[config.mk]
export PLATFORM = sky130hd
export DESIGN_NAME = fixed_vec_recip_flat
export DESIGN_NICKNAME = d
export VERILOG_FILES = /design/src/rtl/fixed_vec_recip_if.sv /design/src/rtl/fixed_vec_recip.sv /design/src/flat_wrapper.sv
export SDC_FILE = /design/constraint.sdc
export NUM_CORES = 1
export LEC_CHECK = 0
export BUFFER_PORTS_ARGS = -buffer_cell sky130_fd_sc_hd__buf_4
export CELL_PAD_IN_SITES_DETAIL_PLACEMENT = 0
export CELL_PAD_IN_SITES_GLOBAL_PLACEMENT = 1
export CORE_ASPECT_RATIO = 0.9
export CORE_MARGIN = 3
export CORE_UTILIZATION = 27
export DETAILED_ROUTE_END_ITERATION = 7
export HOLD_SLACK_MARGIN = 0.02
export PLACE_DENSITY_LB_ADDON = 0.1
export SYNTH_ARGS = -nofsm -noshare
export SYNTH_HDL_FRONTEND = slang
export SYNTH_SLANG_ARGS = --single-unit
[constraint.sdc]
create_clock -name clk -period 4 [get_ports clk]
set_clock_uncertainty 0.05 [all_clocks]
set_input_delay 0.8 -clock clk [delete_from_list [all_inputs] [get_ports clk]]
set_output_delay 0.8 -clock clk [all_outputs]
set_load 0.01 [all_outputs]
[src/rtl/fixed_vec_recip_if.sv]
`default_nettype none
// ============================================================================
// fixed_vec_recip_if : valid/ready input and result bus for fixed_vec_recip
// Rev 1.0
// ============================================================================
interface fixed_vec_recip_if #(
  parameter int LANES = 3,
  parameter int W     = 32
);
  logic               in_valid;
  logic               in_ready;
  logic [LANES*W-1:0] in_vec;
  logic               out_valid;
  logic               out_ready;
  logic [LANES*W-1:0] out_vec;
  logic [LANES-1:0]   out_zdiv;
  logic [LANES-1:0]   out_ovf;

  modport master (
    output in_valid, in_vec, out_ready,
    input  in_ready, out_valid, out_vec, out_zdiv, out_ovf
  );

  modport slave (
    input  in_valid, in_vec, out_ready,
    output in_ready, out_valid, out_vec, out_zdiv, out_ovf
  );
endinterface
`default_nettype wire

[src/rtl/fixed_vec_recip.sv]
`default_nettype none
// ============================================================================
// fixed_vec_recip : per-lane 1/v in signed fixed point, iterative restoring
//                   division. FIXED_RECIP_SATURATE_EN saturates bad lanes.
// Rev 1.0
// ============================================================================
module fixed_vec_recip #(
  parameter int LANES = 3,
  parameter int W     = 32,
  parameter int FRAC  = 16
) (
  input  wire logic        clk,
  input  wire logic        resetn,
  fixed_vec_recip_if.slave bus,
  output logic             busy
);

  localparam int DW = 2 * FRAC + 1;
  localparam int CW = $clog2(DW);
  localparam int XW = 2 * W;

  localparam logic [XW-1:0] C_POS_LIM = {{(XW-W+1){1'b0}}, {(W-1){1'b1}}};
  localparam logic [XW-1:0] C_NEG_LIM = {{(XW-W){1'b0}}, 1'b1, {(W-1){1'b0}}};
  localparam logic [W-1:0]  C_SAT_POS = {1'b0, {(W-1){1'b1}}};
  localparam logic [W-1:0]  C_SAT_NEG = {1'b1, {(W-1){1'b0}}};

  typedef enum logic [2:0] {
    S_IDLE = 3'd0,
    S_PREP = 3'd1,
    S_ITER = 3'd2,
    S_FIX  = 3'd3,
    S_DONE = 3'd4
  } state_t;

  state_t        r_state;
  state_t        w_state_nxt;
  logic [CW-1:0] r_cnt;
  logic          w_accept;
  logic          w_dbit;

  assign bus.in_ready  = (r_state == S_IDLE) && resetn;
  assign bus.out_valid = (r_state == S_DONE);
  assign busy          = (r_state != S_IDLE);
  assign w_accept      = bus.in_valid && bus.in_ready;
  // Dividend is 2^(2*FRAC): only its top bit (first step) is set.
  assign w_dbit        = (r_cnt == CW'(DW - 1));

  always_ff @(posedge clk or negedge resetn) begin
    if (!resetn) begin
      r_state <= S_IDLE;
    end else begin
      r_state <= w_state_nxt;
    end
  end

  always_comb begin
    w_state_nxt = r_state;
    unique case (r_state)
      S_IDLE:  if (w_accept) w_state_nxt = S_PREP;
      S_PREP:  w_state_nxt = S_ITER;
      S_ITER:  if (r_cnt == '0) w_state_nxt = S_FIX;
      S_FIX:   w_state_nxt = S_DONE;
      S_DONE:  if (bus.out_ready) w_state_nxt = S_IDLE;
      default: w_state_nxt = S_IDLE;
    endcase
  end

  always_ff @(posedge clk or negedge resetn) begin
    if (!resetn) begin
      r_cnt <= '0;
    end else if (r_state == S_PREP) begin
      r_cnt <= CW'(DW - 1);
    end else if (r_state == S_ITER) begin
      r_cnt <= r_cnt - CW'(1);
    end
  end

  for (genvar gi = 0; gi < LANES; gi++) begin : g_lane
    logic [W-1:0]  r_vin;
    logic [W-1:0]  r_abs;
    logic [W-2:0]  r_rem;
    logic [DW-1:0] r_q;
    logic          r_neg;
    logic          r_zero;
    logic [W-1:0]  r_ov;
    logic          r_zf;
    logic          r_of;

    logic [W-1:0]  w_shift;
    logic          w_ge;
    logic [W-2:0]  w_rem_nxt;
    logic [XW-1:0] w_qx;
    logic [W-1:0]  w_mag;
    logic          w_ovf;
    logic [W-1:0]  w_res;
    logic [W-1:0]  w_bad;
    logic [W-1:0]  w_out;

    // Remainder stays below |v| <= 2^(W-1), so W-1 bits hold it.
    always_comb begin
      w_shift   = {r_rem, w_dbit};
      w_ge      = (w_shift >= r_abs);
      w_rem_nxt = (W-1)'(w_ge ? (w_shift - r_abs) : w_shift);
      w_qx      = XW'(r_q);
      w_mag     = w_qx[W-1:0];
      w_ovf     = !r_zero && (r_neg ? (w_qx > C_NEG_LIM) : (w_qx > C_POS_LIM));
      w_res     = r_neg ? (~w_mag + W'(1)) : w_mag;
`ifdef FIXED_RECIP_SATURATE_EN
      w_bad     = r_neg ? C_SAT_NEG : C_SAT_POS;
`else
      w_bad     = '0;
`endif
      w_out     = (r_zero || w_ovf) ? w_bad : w_res;
    end

    always_ff @(posedge clk or negedge resetn) begin
      if (!resetn) begin
        r_vin  <= '0;
        r_abs  <= '0;
        r_rem  <= '0;
        r_q    <= '0;
        r_neg  <= 1'b0;
        r_zero <= 1'b0;
        r_ov   <= '0;
        r_zf   <= 1'b0;
        r_of   <= 1'b0;
      end else if (r_state == S_IDLE) begin
        if (w_accept) r_vin <= bus.in_vec[gi*W +: W];
      end else if (r_state == S_PREP) begin
        r_neg  <= r_vin[W-1];
        r_zero <= (r_vin == '0);
        r_abs  <= r_vin[W-1] ? (~r_vin + W'(1)) : r_vin;
        r_rem  <= '0;
        r_q    <= '0;
      end else if (r_state == S_ITER) begin
        r_rem  <= w_rem_nxt;
        r_q    <= {r_q[DW-2:0], w_ge};
      end else if (r_state == S_FIX) begin
        r_ov   <= w_out;
        r_zf   <= r_zero;
        r_of   <= w_ovf;
      end
    end

    assign bus.out_vec[gi*W +: W] = r_ov;
    assign bus.out_zdiv[gi]       = r_zf;
    assign bus.out_ovf[gi]        = r_of;
  end

  // C_SAT_* are only referenced in the saturating build.
`ifndef FIXED_RECIP_SATURATE_EN
  logic w_sat_unused;
  assign w_sat_unused = ^{C_SAT_POS, C_SAT_NEG};
`endif

endmodule
`default_nettype wire
[src/flat_wrapper.sv]
// flat-port wrapper written by rule: the top's interface ports become plain ports
module fixed_vec_recip_flat 
#(
  parameter int LANES = 3,
  parameter int W     = 32,
  parameter int FRAC  = 16
)
  (clk, resetn, busy, bus_in_valid, bus_in_vec, bus_out_ready, bus_in_ready, bus_out_valid, bus_out_vec, bus_out_zdiv, bus_out_ovf);
  fixed_vec_recip_if #(.LANES(LANES), .W(W)) bus_i ();
  input  wire logic clk;
  input  wire logic resetn;
  output logic busy;
  input wire logic [$bits(bus_i.in_valid)-1:0] bus_in_valid;
  input wire logic [$bits(bus_i.in_vec)-1:0] bus_in_vec;
  input wire logic [$bits(bus_i.out_ready)-1:0] bus_out_ready;
  output wire logic [$bits(bus_i.in_ready)-1:0] bus_in_ready;
  output wire logic [$bits(bus_i.out_valid)-1:0] bus_out_valid;
  output wire logic [$bits(bus_i.out_vec)-1:0] bus_out_vec;
  output wire logic [$bits(bus_i.out_zdiv)-1:0] bus_out_zdiv;
  output wire logic [$bits(bus_i.out_ovf)-1:0] bus_out_ovf;
  assign bus_i.in_valid = bus_in_valid;
  assign bus_i.in_vec = bus_in_vec;
  assign bus_i.out_ready = bus_out_ready;
  assign bus_in_ready = bus_i.in_ready;
  assign bus_out_valid = bus_i.out_valid;
  assign bus_out_vec = bus_i.out_vec;
  assign bus_out_zdiv = bus_i.out_zdiv;
  assign bus_out_ovf = bus_i.out_ovf;
  fixed_vec_recip #(.LANES(LANES), .W(W), .FRAC(FRAC)) u_core (.clk(clk), .resetn(resetn), .bus(bus_i), .busy(busy));
endmodule
## Yosys cells after proc, flatten, opt, wreduce, memory -nomap -nowiden

Cells that the tools add are included.

- Bits of input ports: 100
- Word-level logic and storage cells: 121
- Output and inout bits: 105
- Flip-flop bits (word level): 501

- Add/subtract/negate cells: 10
- Order comparisons: 9
- Multiplexer cells: 33
- Reduce and logical (&&, ||, !) cells: 23
- Eq/ne operators: 8
- Bitwise gates (word level): 9

Operators by type and width:

| operator | number |
|---|---|
| two-way mux 32 bit | 9 |
| two-way mux 31 bit | 9 |
| two-way mux 33 bit | 6 |
| adder 32 x 1 -> 32 bit (second input constant) | 6 |
| NOT 32 bit | 6 |
| > comparator 33 x 31 -> 1 bit (second input constant) | 3 |
| > comparator 33 x 32 -> 1 bit (second input constant) | 3 |
| greater-or-equal comparator 32 bit | 3 |
| zero test 32 bit | 3 |
| subtractor 31 bit | 3 |
| one-hot mux 3 bit (5 select lines) | 1 |
| two-way mux 6 bit | 2 |
| two-way mux 3 bit | 3 |
| equality test 3 x 2 -> 1 bit (second input constant) | 2 |
| equality test 6 bit (second input constant) | 1 |
| zero test 6 bit | 1 |
| AND reduction 2 bit | 3 |
| subtractor 6 x 1 -> 6 bit (second input constant) | 1 |
| logical AND 1 bit | 5 |
| != test 2 x 1 -> 1 bit (second input constant) | 2 |
| AND reduction 4 bit | 1 |
| equality test 3 x 1 -> 1 bit (second input constant) | 1 |
| equality test 3 bit (second input constant) | 1 |
| zero test 1 bit | 3 |
| other kinds (8) | 14 |

## Logic depth before layout (Yosys ltp)

Gate-level depths: netlist of run 1.

- Depth in word-level cells: 5
- Gate-level depth with buffers: 17
- Depth with buffers taken out: 16

## Worst setup path after synthesis of run 1

Ideal clock, no wire load.

- Path kind: register to register
- From: register u_core.r_cnt[0]
- To: register u_core.g_lane[1].r_rem[24]
- Data required time: 3.824 ns
- Setup slack: 0.034 ns
- Cell stages (with the launch flop): 17
- Buffers on the path: 1
- Data arrival time: 3.790 ns
- Library setup time: 0.126 ns
- Path through: dfrtp_1 -> inv_1 -> ha_1 -> nor4b_1 -> nand2_1 -> ha_1 -> fa_1 -> nor2b_1 -> o21ai_0 -> a21oi_1 -> a211oi_1 -> o31ai_1 -> a31oi_1 -> a21oi_1 -> buf_2 -> nor2_1 -> a221o_1

- Word-level cells in the longest chain between the ends: 5

RTL lines:

| element | RTL line | text |
|---|---|---|
| start, declared | fixed_vec_recip.sv:37 | `logic [CW-1:0] r_cnt;` |
| start signal, assigned | fixed_vec_recip.sv:72 | `r_cnt <= CW'(DW - 1);` |
| start signal, assigned | fixed_vec_recip.sv:74 | `r_cnt <= r_cnt - CW'(1);` |
| equality test 6 bit * | fixed_vec_recip.sv:46 | `assign w_dbit = (r_cnt == CW'(DW - 1));` |
| subtractor 31 bit / greater-or-equal comparator 32 bit (equally long branches) | fixed_vec_recip.sv:103, fixed_vec_recip.sv:102 |  |
| two-way mux 31 bit * | fixed_vec_recip.sv:103 | `w_rem_nxt = (W-1)'(w_ge ? (w_shift - r_abs) : w_shift);` |
| two-way mux 31 bit * | fixed_vec_recip.sv:135 | `end else if (r_state == S_ITER) begin` |
| two-way mux 31 bit * | fixed_vec_recip.sv:129 | `end else if (r_state == S_PREP) begin` |
| end signal, assigned | fixed_vec_recip.sv:136 | `r_rem <= w_rem_nxt;` |
| end, declared | fixed_vec_recip.sv:81 | `logic [W-2:0] r_rem;` |

Every way passes the cells marked *; elsewhere a longest branch is shown, timed or not. The select of a mux whose other input is x is not followed.
A chain may end at the register's enable or synchronous reset.

## Worst setup path in the final report of run 1

- From: register u_core.r_cnt[1]
- To: register u_core.g_lane[2].r_rem[30]

- Word-level cells in the longest chain between the ends: 5

RTL lines:

| element | RTL line |
|---|---|
| equality test 6 bit * | fixed_vec_recip.sv:46 |
| subtractor 31 bit / greater-or-equal comparator 32 bit (equally long branches) | fixed_vec_recip.sv:103, fixed_vec_recip.sv:102 |
| two-way mux 31 bit * | fixed_vec_recip.sv:103 |
| two-way mux 31 bit * | fixed_vec_recip.sv:135 |
| two-way mux 31 bit * | fixed_vec_recip.sv:129 |
| end signal, assigned | fixed_vec_recip.sv:136 |
| end, declared | fixed_vec_recip.sv:81 |

Marks and branches as above.

==> results of run 1 <==
-- flip-flops by register name, indices dropped and copies added, names as in the netlist --
name / flops
u_core.g_lane.r_zero: 3
u_core.g_lane.r_ov: 96
u_core.r_cnt: 6
u_core.r_state: 3
u_core.g_lane.r_neg: 3
u_core.g_lane.r_vin: 96
u_core.g_lane.r_abs: 96
u_core.g_lane.r_q: 99
u_core.g_lane.r_of: 3
u_core.g_lane.r_zf: 3
u_core.g_lane.r_rem: 93
-- layout by cell type, fill, tap and decap left out, types with 18 or more instances in the layout --
cell type / synthesis / routed
nand2_1: 404 / 400
or3_1: 34 / 34
a22o_1: 96 / 96
o41ai_1: 24 / 24
dfrtp_1: 501 / 501
ha_1: 106 / 105
mux2_2: 103 / 103
nor2_1: 77 / 76
xor2_1: 198 / 198
a21oi_1: 97 / 96
o31ai_1: 59 / 56
inv_1: 135 / 135
mux2i_1: 47 / 47
clkbuf_16: 0 / 70
or4_1: 32 / 32
nor3_1: 28 / 28
o21ai_1: 62 / 62
nand4_1: 45 / 45
buf_4: 6 / 269
xnor2_1: 57 / 57
a21o_1: 48 / 48
o21ai_0: 338 / 337
nand3_1: 25 / 25
nor2b_1: 18 / 18
-- kinds of logic (layout without fill, tap and decap cells) --
kind of cell | Yosys count | in the layout | synth area share [%]
xor+xnor | 255 | 255 | 7.99
mux | 150 | 150 | 5.83
fa+ha+maj | 109 | 109 | 4.96
compound gates | 852 | 852 | 19.3
buf+inv | 311 | 534 | 4.30
simple gates | 751 | 751 | 12.7
flops | 501 | 501 | 44.9
other cells | 0 | 1 | 0
-- worst reg2reg max path, delay by kind of cell (launching register included) --
family	cells	cell delay [ns]
compound gates	6	0.99
fa+ha+maj	3	0.82
buf+inv	4	0.48
flops	1	0.37
mux	1	0.31
simple gates	5	0.71
-- power by group --
group,leakage (nW),switching (mW),internal [mW]
registers,6.50,1.90,6.95
clock network,1.09,2.37,3.68
logic,7.77,10.3,7.59
-- synthesized netlist by cell type (59+ instances only) --
library cell,n,area share [%]
xor2_1,198,6.2
o21ai_0,338,6.1
clkbuf_1,145,1.9
ha_1,106,4.7
nor2_1,77,1.0
o31ai_1,59,1.6
a22o_1,96,3.0
o21ai_1,62,1.1
nand2_1,404,5.4
inv_1,135,1.8
dfrtp_1,501,45
mux2_2,103,4.1
a21oi_1,97,1.7
-- per-stage QoR --
step	cell area, µm²	std cells
after CTS	33400	4502
after detailed placement	31200	4384
after global placement	31200	4384
final	33500	4509
after global routing	33500	4508
after floorplan	27900	2929
-- layer usage --
layer | wire [µm] | part of all wire [%]
met3 | 3630 | 4.4
met4 | 1680 | 2.0
met5 | 0 | 0
met2 | 36500 | 44
met1 | 40600 | 49
-- what timing repair did --
action	CTS	global route
endpoints found under the hold margin	16	0
hold buffers	1	0
gates cloned	0	1
endpoints found under the setup margin	51	93
setup buffers	0	5
pin swaps	0	6
gates resized for setup	1	12
-- path summary, 6_finish.rpt --
| path | cells past startpoint | end |
|---|---|---|
| max | 19 | u_core.g_lane[2].r_rem[30] |
| min | 2 | u_core.g_lane[1].r_vin[9] |
| max reg2reg | 19 | u_core.g_lane[2].r_rem[30] |
| min reg2reg | 2 | u_core.g_lane[0].r_abs[18] |
| max in group asynchronous | 4 | u_core.g_lane[1].r_rem[2] |
| min in group asynchronous | 2 | u_core.g_lane[2].r_ov[7] |
-- cell type report --
type	instances	area [µm²]
repair buffers	281	2230
well taps	1356	1700
clock inverters	14	183
multi-input cells	2117	14300
inverters	136	510
flip-flops and latches	501	12500
fillers	10700	68700
diodes	1	2.50
clock buffers	103	2020
==> impl_results.md, run 1 <==
- R2R setup slack: 0.20 ns
- Met3 Usage GRT: 3.03%
- Mapped Area: 0.0279 mm²
- Synthesized flop and latch total: about 500
- Syn nets: 3,138
- Number of synthesized flops with an enable pin: 0
- CP Launch Point: u_core.r_cnt[1]
- Worst hold path type: in2reg
- Asr flop ratio synth: between 90% and 100%
- Final HPWL from detailed placement: 59,000 µm
- Setup TNS: 0 ns
- Met2 usage: between 20% and 30%
- Critical R2R Launch: u_core.r_cnt[1]
- Post-Syn Instances: 2,929
- 1st-iter DRT viols: slightly above 1,000
- Relative slew slack: a little over a quarter
- Worst-margin pin slew: 1.09 ns
- Final core occ: between 30% and 40%
- Max stage delay on crit path: 0.43 ns
- Vias in the first global route: 22,500
- Remaining Overflow, GRT: 0
- Setup violations, final: 0
- Clk root buf: clkbuf_16
- Routed Antenna Nets: 0
- Most used flip-flop cell after synthesis: dfrtp_1
- Largest net degree at the start of global routing: 140
- Die Footprint: 0.107 mm²
- DIE HEIGHT: between 300 and 400 µm
- Initial antenna violation count: 5
- CTS tree: done
- Pleak: 15.4 nW
- Delay-heaviest family, CP: compound AO/OA/AOI/OAI gates
- Max-Cap Viols: 0
- Max frequency: 263 MHz
- Crit path cell chain: inv_1, ha_1, nor4b_4, nand2_2, ha_2, fa_1, nor2b_1, o21ai_1, a21boi_1, buf_4, o31ai_1, a21oi_1, o21a_1, o31a_1, buf_4, buf_6, nand3_1, mux2_2, nand2_1
- Max FO, Critical Path: 5
- CTS H-tree lvls: 3
- Worst slack at placement: -0.0948 ns
- DRC viols: 0
- Share of layout cells above drive strength 1: 16.8%
- Grt met1 use: a little over a fifth
- Final Hold Viols: 0
- Max-slew violations: 0
- Via/cell ratio: 4.86
- HP Start: bus_in_vec[41]
- Ys Warns: 0
- Initial Utilization: 27.3%
- Clock transition at the registers of the reported paths: around 0.06 ns
- Gr usage total: 15.2%
- Status: finished, final reports clean
- Total number of vias: around 22,000
- Slowest-stage cell, CP: fa_1
- # IOs: 205
- Global-route wire length before repair: 132,000 µm
- Count of input and output buffers: 204
- Syn-to-layout area delta: 19.9%
- PwrDens: 979 mW/mm²
- VDD IR-drop max: 689 µV
- WL final: 82,400 µm
- Clock Latency Late Sink: about 0.61 ns
- Unique masters post-synth: 76
- Worst setup SP type: flip-flop
- Register area share after synthesis: 44.9%
- Clock Tree Buf Depth: 3
- Tcrit/Tclk final: between 90% and 100%
- Final min period: 3.80 ns
- Clk sinks: between 500 and 600
- WP buf/inv: 4
- CP dominant cell by count: buf_4
- Worst Setup End Kind: flip-flop
- Overall power: between 30 and 40 mW
- FP Rows: 111
- Global route hottest layer: met2
- Mean Syn Cell Area: 9.54 µm²
- Final Wtd Congestion: 0.814
- Crit path DAT: 4.29 ns
- Worst hold slack: 0.367 ns
- Wire per inst: around 18 µm
- Critical path class: reg2reg
- Final worst slack: just over 0.2 ns
- Num CTS Buffers: 66
- Die W: 345 µm
- Final nets: 3,312
- Drt first pass iters: 6
- Core footprint: 0.102 mm²
- WP data required: 4.49 ns
No activity file was read; power rests on OpenSTA's default activity.
==> run 2, diff against run 1 <==
--- a/config.mk
+++ b/config.mk
@@ -13,6 +13,7 @@
 export CORE_UTILIZATION = 27
 export DETAILED_ROUTE_END_ITERATION = 7
 export HOLD_SLACK_MARGIN = 0.02
+export MAX_ROUTING_LAYER = met4
 export PLACE_DENSITY_LB_ADDON = 0.1
 export SYNTH_ARGS = -nofsm -noshare
 export SYNTH_HDL_FRONTEND = slang
==> run 2 against run 1 <==
Non-clock buffer count unchanged. Maximum frequency down 0.27%. Sequential cell count unchanged.
==> impl_results.md, run 2 (synthesis results as in run 1) <==
- Max FO, Critical Path: 5 (unchanged)
- Drt first pass iters: 5 (-1)
- Antenna diode count: 0 (-1)
- WP data required: 4.49 ns (about the same)
- CTS H-tree lvls: 3 (unchanged)
- Wire per inst: 18.3 µm (about the same)
- PwrDens: 979 mW/mm² (about the same)
- Share of layout cells above drive strength 1: 16.8% (unchanged)
- Final HPWL from detailed placement: 59,000 µm (unchanged)
- VDD IR-drop max: 690 µV (+0.21%)
- Num CTS Buffers: 66 (unchanged)
- Placed Cells: 4,384 (unchanged)
- Max frequency: 263 MHz (-0.27%)
- WL final: 82,400 µm (about the same)
- Initial antenna violation count: 5 (unchanged)
- Delay-heaviest family, CP: compound AO/OA/AOI/OAI gates
- Status: finished, final reports clean
- Die W: 345 µm (unchanged)
- WP buf/inv: 4 (unchanged)
- Clk sinks: 501 (unchanged)
- Die Footprint: 0.107 mm² (unchanged)
- Syn-to-layout area delta: 19.9% (about the same)
- Relative slew slack: 25.6% (-1.6 points)
- Gr usage total: 15.6% (+0.46 points)
- Global-route wire length before repair: 132,000 µm (about the same)
- Initial Utilization: 27.3% (unchanged)
- Crit path cell chain: inv_1, ha_1, nor4b_4, nand2_2, ha_2, fa_1, nor2b_1, o21ai_1, a21boi_1, buf_4, o31ai_1, a21oi_1, o21a_1, o31a_1, buf_4, buf_6, nand3_1, mux2_2, nand2_1
- Core footprint: 0.102 mm² (unchanged)
- Max-slew violations: 0 (unchanged)
- Crit path DAT: 4.30 ns (about the same)
- Multi-input logic area: 0.0143 mm² (unchanged)
- Worst Setup End Kind: flip-flop
- Final std cells w/o fill: 4,508 (-0.022%)
- Total number of vias: 21,900 (-0.023%)
- Tcrit/Tclk final: 95.2% (+0.26 points)
- Top reg by flops: u_core.g_lane.r_q
- Pleak: 15.4 nW (unchanged)
- Count of input and output buffers: 204 (unchanged)
- Final Hold Viols: 0 (unchanged)
- DIE HEIGHT: 311 µm (unchanged)
- Number of fill cells: 10,700 (unchanged)
- DRC viols: 0 (unchanged)
- Via/cell ratio: 4.86 (about the same)
- Max stage delay on crit path: 0.43 ns (about the same)
- 1st-iter DRT viols: 1,009 (-1.8%)
- # IOs: 205 (unchanged)
- CP dominant cell by count: buf_4
- Worst hold path type: in2reg
- Clock transition at the registers of the reported paths: 0.06 ns (about the same)
- Final nets: 3,312 (unchanged)
- Clock Latency Late Sink: 0.62 ns (about the same)
- Worst-margin pin slew: 1.12 ns (+0.0237 ns)
- Final Wtd Congestion: 0.826 (+1.5%)
- Final min period: 3.81 ns (+0.0103 ns)
- Routed Antenna Nets: 0 (unchanged)
- Critical path class: reg2reg
- Clock Tree Buf Depth: 3 (unchanged)
- CTS tree: done
- Max-Cap Viols: 0 (unchanged)
- Setup violations, final: 0 (unchanged)
- Max reg flops: 99 (unchanged)
- FP Rows: 111 (unchanged)
- Most common cell after layout, fill and taps aside: dfrtp_1
- Remaining Overflow, GRT: 0 (unchanged)
- Slowest-stage cell, CP: fa_1
- Vias in the first global route: 22,500 (+0.053%)
- Worst setup SP type: flip-flop
- Overall power: 32.8 mW (about the same)
- Clk root buf: clkbuf_16
- Commonest non-fill, non-tap cells in the layout: 501 x dfrtp_1, 400 x nand2_1, 337 x o21ai_0
- Register Area: 0.0125 mm² (unchanged)
- Largest net degree at the start of global routing: 140 (unchanged)
## run 2: cell types whose count changed in the layout (fill, tap and decap cells not counted)
cell     before  now
diode_2       1    0
## run 2: repair_timing
action	in CTS	in global routing
pin swaps	0	6
cloned	0	1
setup endpoints to repair	51	93
hold buffers	1	0
buffers inserted	0	5
hold endpoints to repair	16	0
resized for setup	1	12
## run 2: routing by layer
layer	routed length [µm]	global-route usage, %
met5	0	-
met4	1670	3.76
met2	36500	23.6
met1	40700	21.6
met3	3550	2.95
## run 2: where the power goes
part / internal (mW) / switching (mW) / total, mW
combinational: 7.59 / 10.3 / 17.9
clock: 3.68 / 2.37 / 6.06
sequential: 6.95 / 1.90 / 8.85
## run 2: layout make-up
cell class | instances | area share [%]
Timing Repair Buffer | 281 | 6.66
Clock buffer | 103 | 6.04
Multi-Input combinational cell | 2117 | 42.7
Inverter | 136 | 1.52
Sequential cell | 501 | 37.4
Clock inverter | 14 | 0.545
Tap cell | 1356 | 5.06
## run 2: path summary, 6_finish.rpt
kind	slack [ns]	to	start	cells after the start
min in group asynchronous	0.57	u_core.g_lane[2].r_ov[7]	resetn	2
worst max-delay path	0.19	u_core.g_lane[2].r_rem[30]	u_core.r_cnt[1]	19
worst min register to register	0.43	u_core.g_lane[0].r_abs[18]	u_core.g_lane[0].r_abs[18]	2
worst min-delay path	0.36	u_core.g_lane[0].r_vin[22]	bus_in_vec[22]	2
worst max register to register	0.19	u_core.g_lane[2].r_rem[30]	u_core.r_cnt[1]	19
max in group asynchronous	1.49	u_core.g_lane[1].r_rem[2]	resetn	4
## run 2: worst register-to-register path: stages (launching register included)
cell and delay [ns]:
dfrtp_1 0.37, inv_1 0.08, ha_1 0.17, nor4b_4 0.25
nand2_2 0.16, ha_2 0.22, fa_1 0.43, nor2b_1 0.17
o21ai_1 0.10, a21boi_1 0.15, buf_4 0.13, o31ai_1 0.08
a21oi_1 0.26, o21a_1 0.22, o31a_1 0.18, buf_4 0.15
buf_6 0.12, nand3_1 0.07, mux2_2 0.31, nand2_1 0.06
## run 2: per-stage QoR
stage | hold slack, ns | util, % | area [µm²] | setup TNS (ns) | worst slack (ns)
floorplan | 0.393 | - | 27900 | 0 | 0.0337
global placement | 0.420 | 30.5 | 31200 | 0 | 0.0312
detailed placement | 0.420 | 30.5 | 31200 | -1.26 | -0.0948
CTS | 0.312 | 32.7 | 33400 | 0 | 0.00662
global route | 0.333 | 32.8 | 33500 | -0.248 | -0.0587
finish | 0.365 | 32.8 | 33500 | 0 | 0.192
==> run 3, diff against run 2 <==
--- a/config.mk
+++ b/config.mk
@@ -5,6 +5,7 @@
 export SDC_FILE = /design/constraint.sdc
 export NUM_CORES = 1
 export LEC_CHECK = 0
+export ABC_AREA = 1
 export BUFFER_PORTS_ARGS = -buffer_cell sky130_fd_sc_hd__buf_4
 export CELL_PAD_IN_SITES_DETAIL_PLACEMENT = 0
 export CELL_PAD_IN_SITES_GLOBAL_PLACEMENT = 1
==> run 3 against run 2 <==
Die area up 19%. Critical path type unchanged. Count of clock-buffer cells in the layout down 12. Routed wire length is 51% higher. Sequential cell count did not move. First-iteration DRC count up 83%. Sequential share of layout area down 5.2 points. Synthesized area rose by 20%. Critical endpoint is now u_core.g_lane[2].r_rem[25].
==> impl_results.md, run 3 <==
- Status: finished, final reports clean
- Drt first pass iters: 5 (unchanged)
- Final HPWL from detailed placement: 94,600 µm (+60%)
- Share of layout cells above drive strength 1: 10.1% (-6.7 points)
- CTS H-tree lvls: 3 (unchanged)
- Mapped Area: 0.0335 mm² (+20%)
- DR top layer: met4
- Clock Latency Late Sink: 0.67 ns (+0.05 ns)
- Final std cells w/o fill: 6,707 (+49%)
- Clock transition at the registers of the reported paths: 0.06 ns (about the same)
- Comb power frac: 60.9% (+6.3 points)
- Clock Tree Buf Depth: 3 (unchanged)
- Final min period: 3.50 ns (-0.305 ns)
- Crit path DAT: 4.03 ns (-0.27 ns)
- Sequential Power Share: 22.5% (-4.5 points)
- Via/cell ratio: 4.61 (-5.2%)
- Asr flop ratio synth: 100% (unchanged)
- Number of fill cells: 13,600 (+27%)
- Max FO, Critical Path: 32 (+27)
- Tcrit/Tclk final: 87.6% (-7.6 points)
- Clk root buf: clkbuf_16
- Initial Utilization: 27.4% (+0.093 points)
- 1st-iter DRT viols: 1,845 (+83%)
- VDD IR-drop max: 782 µV (+13%)
- Pleak: 20.4 nW (+33%)
- Unrepaired setup endpoints after global routing: false
- Post-Syn Instances: 4,888 (+67%)
- Met3 routed WL: 4760 µm (+34%)
- Final worst slack: 0.497 ns (+0.305 ns)
- Syn nets: 5,097 (+62%)
- Max-slew violations: 0 (unchanged)
- Ys Warns: 0 (unchanged)
- DIE HEIGHT: 340 µm (+9.3%)
- Routed Antenna Nets: 0 (unchanged)
- Clk sinks: 501 (unchanged)
- Met2 wire len: 52,500 µm (+44%)
- Initial antenna violation count: 9 (+4)
- Synthesized flop and latch total: 501 (unchanged)
- Final Wtd Congestion: 0.834 (+0.91%)
- Die Footprint: 0.128 mm² (+19%)
- Worst hold path type: in2reg
- Mean Syn Cell Area: 6.85 µm² (-28%)
- Wire per inst: 18.5 µm (+1.2%)
- Most used flip-flop cell after synthesis: dfrtp_1
- Clk pwr share: 16.7% (-1.8 points)
- Core footprint: 0.122 mm² (+19%)
- Total number of vias: 30,900 (+41%)
- Crit path cell chain: inv_1, ha_1, inv_1, nor2_1, nand3_1, buf_4, ha_1, fa_1, inv_1, nand2_1, nand2_1, nand3_1, nand2_2, nand2_2, nand3_2, nand2_4, nand2_4, nand2_4, nand2_1, nand2_1, nand2_1
- Worst slack at placement: 0.480 ns (+0.575 ns)
- Max frequency: 285 MHz (+8.7%)
- DRC viols: 0 (unchanged)
- CP dominant cell by count: nand2_1
- Remaining Overflow, GRT: 0 (unchanged)
- Switching power: 19.7 mW (+35%)
- Sw frac: 52.3% (+7.8 points)
- Most common cell after layout, fill and taps aside: nand2_1
- CTS tree: done
- Max stage delay on crit path: 0.47 ns (+0.04 ns)
- Top reg by flops: u_core.g_lane.r_q
- PwrDens: 967 mW/mm² (-1.3%)
- Final nets: 5,259 (+59%)
- FP Rows: 121 (+9.0%)
- Critical path class: reg2reg
- Vias in the first global route: 30,700 (+36%)
- Placed Cells: 6,580 (+50%)
- Largest net degree at the start of global routing: 136 (-2.9%)
- Synth top area share: 37.4% (-7.4 points)
- Syn-to-layout area delta: 16.2%
- Int Power: 17.9 mW (-1.6%)
- Max reg flops: 99 (unchanged)
- Worst Setup End Kind: flip-flop
- Ranking of synthesized cells by area: dfrtp_1 37%, nand2_1 18%, inv_1 7.8%
- WL final: 124,000 µm (+51%)
- Max-Cap Viols: 0 (unchanged)
- Number of synthesized flops with an enable pin: 0 (unchanged)
- Worst setup SP type: flip-flop
- Synth top cells by count: 1,592 x nand2_1, 698 x inv_1, 501 x dfrtp_1
- Global-route wire length before repair: 192,000 µm (+45%)
- Worst-margin pin slew: 1.04 ns (-0.0784 ns)
- Count leader, synth: nand2_1
- # IOs: 205 (unchanged)
- Setup TNS: 0 ns (unchanged)
- Final Hold Viols: 0 (unchanged)
- Die W: 377 µm (+9.3%)
- Count of input and output buffers: 204 (unchanged)
- Commonest non-fill, non-tap cells in the layout: 1,591 x nand2_1, 697 x inv_1, 501 x dfrtp_1
- Gr usage total: 19.8% (+4.2 points)
- Num CTS Buffers: 66 (unchanged)
- Setup violations, final: 0 (unchanged)
- Relative slew slack: 30.3% (+4.7 points)
- WP data required: 4.52 ns (+0.03 ns)
- Dominant cell type by area after synthesis: dfrtp_1
- Register area share after synthesis: 37.4% (-7.4 points)
- Unique masters post-synth: 54 (-29%)
- Slowest-stage cell, CP: fa_1
- WL met1: 64,400 µm (+58%)
run 3: cell count changes after synthesis, sizes merged, moves of 67 or more:
cell    previous run  this run
clkbuf           146        74
xor2             198        97
o21ai            400       277
o22ai              9        99
nand2            405      1629
nor2              77       487
a22o              96         0
inv              136       713
mux2             103        36
nand3             25       405
run 3: repair_timing:
| action | 4_1_cts | 5_1_grt |
|---|---|---|
| buffers inserted | 0 | 0 |
| hold buffers | 1 | 0 |
| hold endpoints to repair | 9 | 0 |
| resized for setup | 0 | 0 |
run 3: routing by layer:
layer  GRT usage, %  vias to the layer above
met1           28.7                    14500
met4           3.82                        0
met3           3.30                      116
met2           29.0                      475
li1               -                    15800
met5              -                        -
run 3: through the flow:
stage	hold WS (ns)	cell area, µm²	power [mW]	utilization [%]
final	0.319	38900	37.6	31.9
after global routing	0.281	38900	41.5	31.9
after CTS	0.261	38900	38.3	31.9
after detailed placement	0.420	36600	31.7	30.0
after global placement	0.417	36600	31.9	30.0
after floorplan	0.397	33500	24.3	-
run 3: layout make-up:
type	instances	area, µm²	share of cell area (%)
multi-input cells	3518	17500	45.0
flip-flops and latches	501	12500	32.2
inverters	716	2690	6.92
well taps	1599	2000	5.14
repair buffers	247	1910	4.92
clock buffers	91	1880	4.82
clock inverters	27	360	0.927
diodes	8	20.0	0.0515
run 3: final timing paths:
| kind | start | endpoint | slack, ns | cells past startpoint |
|---|---|---|---|---|
| worst max-delay path | u_core.r_cnt[0] | u_core.g_lane[2].r_rem[25] | 0.50 | 21 |
| worst min-delay path | bus_in_vec[70] | u_core.g_lane[2].r_vin[6] | 0.32 | 2 |
| worst max register to register | u_core.r_cnt[0] | u_core.g_lane[2].r_rem[25] | 0.50 | 21 |
| worst min register to register | u_core.g_lane[2].r_ov[9] | u_core.g_lane[2].r_ov[9] | 0.43 | 2 |
| max in group asynchronous | resetn | u_core.g_lane[2].r_ov[4] | 1.74 | 4 |
| min in group asynchronous | resetn | u_core.g_lane[0].r_q[24] | 0.52 | 2 |
run 3: worst max-delay path: cells and delay by family, from the launching register on:
family	cells	cell delay [ns]
adders and majority gates	3	0.83
buffers and inverters	4	0.43
DFF	1	0.38
and+or+nand+nor	14	1.69
run 3: power groups by stage:
stage                     registers [mW]  logic (mW)  clock network [mW]
final                               8.44        22.9                6.26
after global routing                8.71        26.1                6.68
after CTS                           8.45        23.3                6.51
after detailed placement            8.52        23.2                   0
after global placement              8.53        23.4                   0
after floorplan                     8.13        16.2                   0
run 3: cells by family after synthesis:
logic type,synth area share [%]
simple gates,33.9
buf+inv,10.3
compound gates,9.16
flops,37.4
xor+xnor,3.82
fa+ha+maj,4.14
mux,1.21
